File: config.mk
export PLATFORM = sky130hd
export DESIGN_NAME = ls_xing_rx_flat
export DESIGN_NICKNAME = d
export VERILOG_FILES = /design/src/rtl/ls_xing_pkg.sv /design/src/rtl/ls_xing_rx_if.sv /design/src/rtl/lp_sync_cell.sv /design/src/rtl/ls_xing_rx.sv /design/src/flat_wrapper.sv
export SDC_FILE = /design/constraint.sdc
export NUM_CORES = 1
export LEC_CHECK = 0
export CAP_MARGIN = 20
export CORE_MARGIN = 8
export CORE_UTILIZATION = 40
export CTS_CLUSTER_DIAMETER = 80
export CTS_CLUSTER_SIZE = 10
export DETAILED_ROUTE_END_ITERATION = 8
export GPL_ROUTABILITY_DRIVEN = 0
export PLACE_DENSITY = 0.71
export SYNTH_ARGS = -nofsm -noshare
export SYNTH_HDL_FRONTEND = slang
export SYNTH_SLANG_ARGS = --single-unit
export TNS_END_PERCENT = 1
File: constraint.sdc
create_clock -name clk -period 1.8 [get_ports clk]
set_clock_uncertainty 0.1 [all_clocks]
set_input_delay 0.36 -clock clk [delete_from_list [all_inputs] [get_ports clk]]
set_output_delay 0.36 -clock clk [all_outputs]
set_load 0.02 [all_outputs]
File: src/rtl/ls_xing_pkg.sv
// Shared types and limits for the level-shifter receive stage (ls_xing_rx).
package ls_xing_pkg;

    localparam int SYNC_MIN = 2;
    localparam int SYNC_MAX = 4;

    typedef enum logic [1:0] {
        OFF   = 2'd0,
        IDLE  = 2'd1,
        VALID = 2'd2,
        ACK   = 2'd3
    } ls_xing_state_e;

endpackage

File: src/rtl/ls_xing_rx_if.sv
// Bus bundle for ls_xing_rx: the 4-phase req/ack source side and the valid/ready consumer side.
// Valid/ready: a word moves on every clk edge where out_valid=1 and out_ready=1; out_valid and
// out_data hold until that edge, and out_valid may only fall without it when the source powers off.
interface ls_xing_rx_if #(
    parameter int DATA_W = 8
);
    logic              ls_req;
    logic [DATA_W-1:0] ls_data;
    logic              ls_ack;
    logic              out_valid;
    logic              out_ready;
    logic [DATA_W-1:0] out_data;

    modport master (
        output ls_req, ls_data, out_ready,
        input  ls_ack, out_valid, out_data
    );

    modport slave (
        input  ls_req, ls_data, out_ready,
        output ls_ack, out_valid, out_data
    );
endinterface

File: src/rtl/lp_sync_cell.sv
// Single-bit N-stage synchroniser with asynchronous active-low clear.
module lp_sync_cell #(
    parameter int STAGES = 2
) (
    input  logic clk,
    input  logic rst_n,
    input  logic d,
    output logic q
);
    logic [STAGES-1:0] sync_q;

    always_ff @(posedge clk or negedge rst_n) begin
        if (!rst_n) begin
            sync_q <= '0;
        end else begin
            sync_q <= {sync_q[STAGES-2:0], d};
        end
    end

    assign q = sync_q[STAGES-1];
endmodule

File: src/rtl/ls_xing_rx.sv
// High-domain receiver for the level-shifted 4-phase bus; drops traffic cleanly on source power-off.
// Optional build macro LS_XING_PARITY_EN adds ls_parity (even parity) and a parity_err pulse.
module ls_xing_rx
    import ls_xing_pkg::*;
#(
    parameter int DATA_W      = 8,
    parameter int SYNC_STAGES = 2,
    parameter int CNT_W       = 8
) (
    input  logic                clk,
    input  logic                rst_n,
    ls_xing_rx_if.slave         bus,
    input  logic                src_pwr_ok,
`ifdef LS_XING_PARITY_EN
    input  logic                ls_parity,
    output logic                parity_err,
`endif
    output logic                busy,
    output logic [CNT_W-1:0]    drop_cnt,
    output ls_xing_state_e      state_dbg
);

    if (SYNC_STAGES < SYNC_MIN || SYNC_STAGES > SYNC_MAX) begin : g_bad_sync
        $error("ls_xing_rx: SYNC_STAGES out of range");
    end

    logic req_s;
    logic pok_s;

    lp_sync_cell #(.STAGES(SYNC_STAGES)) u_req_sync (
        .clk   (clk),
        .rst_n (rst_n),
        .d     (bus.ls_req),
        .q     (req_s)
    );

    lp_sync_cell #(.STAGES(SYNC_STAGES)) u_pok_sync (
        .clk   (clk),
        .rst_n (rst_n),
        .d     (src_pwr_ok),
        .q     (pok_s)
    );

    ls_xing_state_e    state;
    ls_xing_state_e    next_state;
    logic              capture;
    logic              drop;
    logic              par_bad;
    logic              ack_q;
    logic              valid_q;
    logic [DATA_W-1:0] data_q;

    // ls_data is only looked at once req_s has settled high, so it needs no synchroniser.
`ifdef LS_XING_PARITY_EN
    assign par_bad = ((^bus.ls_data) != ls_parity);
`else
    assign par_bad = 1'b0;
`endif

    always_comb begin
        next_state = state;
        capture    = 1'b0;
        drop       = 1'b0;
        if (!pok_s) begin
            next_state = OFF;
            drop       = (state == VALID);
        end else begin
            case (state)
                OFF:     if (!req_s) next_state = IDLE;
                IDLE: begin
                    if (req_s) begin
                        capture    = 1'b1;
                        next_state = par_bad ? ACK : VALID;
                    end
                end
                VALID:   if (bus.out_ready) next_state = ACK;
                ACK:     if (!req_s) next_state = IDLE;
                default: next_state = OFF;
            endcase
        end
    end

    // Outputs are registered from next_state so ls_ack leaves on a clean flop edge.
    always_ff @(posedge clk or negedge rst_n) begin
        if (!rst_n) begin
            state    <= OFF;
            ack_q    <= 1'b0;
            valid_q  <= 1'b0;
            data_q   <= '0;
            drop_cnt <= '0;
        end else begin
            state   <= next_state;
            ack_q   <= (next_state == ACK);
            valid_q <= (next_state == VALID);
            if (capture) begin
                data_q <= bus.ls_data;
            end
            if (drop && (drop_cnt != '1)) begin
                drop_cnt <= drop_cnt + 1'b1;
            end
        end
    end

`ifdef LS_XING_PARITY_EN
    logic perr_q;
    always_ff @(posedge clk or negedge rst_n) begin
        if (!rst_n) begin
            perr_q <= 1'b0;
        end else begin
            perr_q <= capture && par_bad;
        end
    end
    assign parity_err = perr_q;
`endif

    assign bus.ls_ack    = ack_q;
    assign bus.out_valid = valid_q;
    assign bus.out_data  = data_q;
    assign busy          = (state == VALID) || (state == ACK);
    assign state_dbg     = state;

endmodule

File: src/flat_wrapper.sv
// flat-port wrapper written by rule: the top's interface ports become plain ports
module ls_xing_rx_flat import ls_xing_pkg::*;
#(
    parameter int DATA_W      = 8,
    parameter int SYNC_STAGES = 2,
    parameter int CNT_W       = 8
)
  (clk, rst_n, src_pwr_ok, busy, drop_cnt, state_dbg, bus_ls_req, bus_ls_data, bus_out_ready, bus_ls_ack, bus_out_valid, bus_out_data);
  ls_xing_rx_if #(.DATA_W(DATA_W)) bus_i ();
  input  logic clk;
  input  logic rst_n;
  input  logic src_pwr_ok;
  output logic busy;
  output logic [CNT_W-1:0] drop_cnt;
  output ls_xing_state_e state_dbg;
  input wire logic [$bits(bus_i.ls_req)-1:0] bus_ls_req;
  input wire logic [$bits(bus_i.ls_data)-1:0] bus_ls_data;
  input wire logic [$bits(bus_i.out_ready)-1:0] bus_out_ready;
  output wire logic [$bits(bus_i.ls_ack)-1:0] bus_ls_ack;
  output wire logic [$bits(bus_i.out_valid)-1:0] bus_out_valid;
  output wire logic [$bits(bus_i.out_data)-1:0] bus_out_data;
  assign bus_i.ls_req = bus_ls_req;
  assign bus_i.ls_data = bus_ls_data;
  assign bus_i.out_ready = bus_out_ready;
  assign bus_ls_ack = bus_i.ls_ack;
  assign bus_out_valid = bus_i.out_valid;
  assign bus_out_data = bus_i.out_data;
  ls_xing_rx #(.DATA_W(DATA_W), .SYNC_STAGES(SYNC_STAGES), .CNT_W(CNT_W)) u_core (.clk(clk), .rst_n(rst_n), .bus(bus_i), .src_pwr_ok(src_pwr_ok), .busy(busy), .drop_cnt(drop_cnt), .state_dbg(state_dbg));
endmodule
# [After elaboration in Yosys (flattened, before gate mapping)]
# Index checks and enable logic that the tools add are counted.
[word_totals] input_bits=13 regBits=24 wordCells=27 output_inout_bits=21
[op_classes] reduce_logical=4 n_mux=9 addsub=1 n_eq_ne=6
[ops] op="8-bit by 1-bit adder with 8-bit output (second input constant)" count=1
[ops] op="2-bit equality test (second input constant)" count=4
[ops] op="2-bit two-way mux" count=4
[ops] op="8-bit != test (second input constant)" count=1
[ops] op="2-bit case mux with 3 select lines" count=1
[ops] op="1-bit two-way mux" count=4
[ops] op="2-bit by 1-bit equality test with 1-bit output (second input constant)" count=1
[ops] op="2-bit logical NOT" count=1
[ops] op="2-bit OR reduction" count=1
[ops] op="1-bit logical AND" count=1
[ops] op="1-bit logical OR" count=1

# [Longest topological paths before layout]
[logic_depth] depth_word=5 depth_mapped=5 ltp_nobuf=5

# [Hierarchy]
# Synthesis repeated with hierarchy kept, for this count alone.
[hier_totals] hier_cells=78 hier_area_um2=1019.7
[by_module_without_submodules] mod="ls_xing_rx" seq_area_each_um2=500.5 area_each_um2=919.6 cells_each=74 n_inst=1
[by_module_without_submodules] mod="lp_sync_cell" seq_area_each_um2=50.0 area_each_um2=50.0 cells_each=2 n_inst=2

# [Worst setup path after synthesis]
# No wires, ideal clock.
[synth_path] path_kind="reg2reg" startpoint="register u_core.state[0] (netlist: u_core.state_dbg[0])" endpoint="register u_core.drop_cnt[7]" required_time_ns=1.575 path_buffers=0 path_slack_ns=0.108 arrival_time_ns=1.468 setup_time_ns=0.125 stages_incl_launch_ff=6 synth_period_minus_slack_ns=1.692 cell_sequence="dfrtp_1 -> inv_1 -> ha_1 -> nand2b_1 -> nor3_1 -> mux2_2"
[synth_between] elab_chain_cells=3
[synth_rtl] element="from (decl)" line_no="ls_xing_rx.sv:44" rtl="ls_xing_state_e state;"
[synth_rtl] element="from (signal assigned)" line_no="ls_xing_rx.sv:92" rtl="state <= next_state;"
[synth_rtl] element="2-bit equality test" line_no="ls_xing_rx.sv:66" rtl="drop = (state == VALID);"
[synth_rtl] element="1-bit two-way mux" line_no="ls_xing_rx.sv:64" rtl="if (!pok_s) begin"
[synth_rtl] element="1-bit logical AND" line_no="ls_xing_rx.sv:98" rtl="if (drop && (drop_cnt != '1)) begin"
[synth_rtl] element="to (signal assigned)" line_no="ls_xing_rx.sv:99" rtl="drop_cnt <= drop_cnt + 1'b1;"
[synth_rtl] element="to (decl)" line_no="ls_xing_rx.sv:19" rtl="output logic [CNT_W-1:0] drop_cnt,"
# Every way passes these cells.
# A chain may end at the register's enable or synchronous reset.

# [Final worst setup path]
[layout_path] startpoint="register u_core.state[1] (netlist: u_core.state_dbg[1])" endpoint="output port busy"
[layout_between] elab_chain_cells=2 elab_cells_between_ends=3 cone_classes="eq/ne (2); reduce/logical (1)"
[layout_rtl] element="2-bit equality test" line_no="ls_xing_rx.sv:119" rtl="assign busy = (state == VALID) || (state == ACK);"
[layout_rtl] element="1-bit logical OR (*)" line_no="ls_xing_rx.sv:119"
[layout_rtl] element="to (decl)" line_no="flat_wrapper.sv:13" rtl="output logic busy;"
# Every way passes the cells marked *; elsewhere a longest branch is shown, timed or not.

==> impl_metrics.json <==
{
  "grt-ovfl-total": 0,
  "cts_root_buffer": "clkbuf_4",
  "ys_warn_count": 0,
  "peakVddDrop_uv": 848,
  "path_class": "reg2out",
  "ys.flop_type": "dfrtp_1",
  "viasPerCell": 5.24,
  "via_count": 796,
  "synth_top_area_share": 0.577,
  "avgSynthCellArea_sq_um": 13.2,
  "hp-class": "reg2reg",
  "path_clk_slew_ns": 0.12,
  "wl_per_cell_um": 14.4,
  "yosys-top-cells-area": "dfrtp_1 (58%), mux2_2 (12%), ha_1 (4.8%), a21oi_1 (2.9%), nor3_1 (1.4%)",
  "synth.yosys.seq_area_share": 0.577,
  "rows": 18,
  "place_ws_ns": -0.120,
  "ys_async_sr_fraction": 1.00,
  "ios": 34,
  "syn-num-nets": 96,
  "grt_pass1_wl_um": 3640,
  "clockBufferDepth": 2,
  "grt_use_total": 0.102,
  "die_x_um": 67.0,
  "fmax_mhz": 565,
  "timing.final.ws_setup_ns": 0.0295,
  "tightest_slew_ns": 0.304,
  "start_util": 0.420,
  "relSlewSlack": 0.797,
  "finalCriticalPeriod_ns": 1.77,
  "synthTopCellsByCount": "dfrtp_1 (24), mux2_2 (11), a21oi_1 (6)",
  "synth_seq_cells": 24,
  "cts-buffers-inserted": 3,
  "end_kind": "output pin",
  "multiInputGateArea_sq_um": 444,
  "rsz0062_at_grt": "yes",
  "synth_area_sq_um": 1040,
  "start_kind": "flip-flop",
  "grt_max_degree": 25,
  "yosysUniqueCellTypes": 29,
  "setup_violations": 0,
  "postSynthCellCount": 79,
  "crit_arrival_ns": 1.31,
  "fin_nets": 140,
  "layout-drive-gt1-share": 0.238,
  "max_cap_violations": 0,
  "final_util": 0.609,
  "htree_num_levels": 1,
  "syn_to_final_growth_pct": 45.0,
  "drtPass1Iterations": 2,
  "die_y_um": 67.0,
  "hold_ws_ns": 0.267,
  "die_area_sq_um": 4490,
  "postRouteAntennaNets": 0,
  "cts_hold_buf": 0,
  "n_fill_cell": 220,
  "grt_pass1_vias": 875,
  "timing.final.max_slew_violations": 0,
  "power.leakage_nw": 0.753,
  "timing.final.crit_share": 0.984,
  "yosysTopAreaCell": "dfrtp_1",
  "crit_fanout": 3,
  "drt_iter0_drc": 21,
  "route.detailed.drc": 0,
  "routed_wl_um": 2190,
  "status": "finished, final reports clean",
  "coreArea_sq_um": 2480,
  "tritoncts": "built",
  "cts_sinks": 24,
  "portBuffers": 33,
  "synth.most_common_cell": "dfrtp_1",
  "worstSkewPairLatency_ns": 0.31,
  "antenna_cells": 0,
  "dp_hpwl_um": 1690,
  "synth_edf_count": 0,
  "regArea_sq_um": 601,
  "power_density_nw_per_um2": 1220,
  "worstPathRequired_ns": 1.34,
  "antenna_found_initial": 0,
  "hold_viol": 0
}
sequential cells by signal, summed over array words and instances, names as in the netlist:
register                  cells
u_core.state_dbg              2
u_core.bus.ls_ack             1
u_core.u_pok_sync.sync_q      2
u_core.bus.out_valid          1
u_core.drop_cnt               8
u_core.bus.out_data           8
u_core.u_req_sync.sync_q      2
cell type report:
cell class,count,share of cell area
clock buffers,4,0.0240
inverters,3,0.00746
multi-input cells,52,0.294
flip-flops and latches,24,0.398
well taps,30,0.0249
repair buffers,39,0.251
cell usage in the layout (no fill, tap or decap), types with 2 or more instances in the layout:
master and n:
buf_4 6, mux2_2 11, nor3_1 3, dlymetal6s2s_1 5
dlygate4sd2_1 8, nand4_1 2, clkdlybuf4s50_1 18, inv_1 2
a21o_1 2, nand3_1 2, nand2_1 2, clkbuf_4 3
ha_1 3, dfrtp_1 24, a21oi_1 6, nand2b_1 2
what timing repair did:
item	in CTS	in global routing
gates cloned	0	0
endpoints found under the setup margin	10	6
pin swaps	0	1
setup buffers	0	1
resized for setup	13	12
layer usage:
metal	global-route usage	routed length, um	share of wire	vias to the layer above
met1	0.112	930	0.43	395
li1	-	-	-	375
met5	0	0	0	-
met4	0.0235	0	0	0
met2	0.171	1010	0.46	26
met3	0.0537	246	0.11	0
critical path: stages (launching register included):
cell     delay [ns]
dfrtp_1        0.45
ha_1           0.21
or2_4          0.23
buf_6          0.13
final timing paths:
check | startpoint | end | slack (ns) | cells after the start
min in group asynchronous | rst_n | u_core.drop_cnt[2]$_DFFE_PN0P_ | 0.29 | 2
worst max register to register | u_core.state_dbg[0]$_DFF_PN0_ | u_core.bus.ls_ack$_DFF_PN0_ | 0.07 | 6
worst max-delay path | u_core.state_dbg[1]$_DFF_PN0_ | busy | 0.03 | 3
worst min register to register | u_core.u_req_sync.sync_q[0]$_DFF_PN0_ | u_core.u_req_sync.sync_q[1]$_DFF_PN0_ | 0.27 | 0
max in group asynchronous | rst_n | u_core.u_pok_sync.sync_q[1]$_DFF_PN0_ | 1.07 | 2
worst min-delay path | u_core.u_req_sync.sync_q[0]$_DFF_PN0_ | u_core.u_req_sync.sync_q[1]$_DFF_PN0_ | 0.27 | 0
cell families (layout without fill, tap and decap cells):
family | Yosys count | after routing | share of synthesized area
AOI/OAI and AO/OA | 15 | 15 | 0.0914
xor gates and xnor gates | 2 | 2 | 0.0168
adders and majority gates | 4 | 4 | 0.0481
buffers and inverters | 3 | 46 | 0.0108
DFF | 24 | 24 | 0.577
muxes | 12 | 12 | 0.133
and+or+nand+nor | 19 | 19 | 0.123
per-stage QoR:
stage               TNS, ns  power (mW)  cell area, sq um  std cells
floorplan                 0        1.19              1040         79
global placement    -0.0790        1.59              1450        147
detailed placement   -0.120        1.60              1450        147
CTS                 -0.0969        1.85              1470        151
global route        -0.0420        1.97              1510        152
finish                    0        1.85              1510        152
report_power, final:
group	leakage (nW)	switching, mW	internal, mW
Combinational	0.430	0.380	0.411
Sequential	0.302	0.0951	0.680
Clock	0.0210	0.156	0.123
No activity file was read; power rests on OpenSTA's default activity.
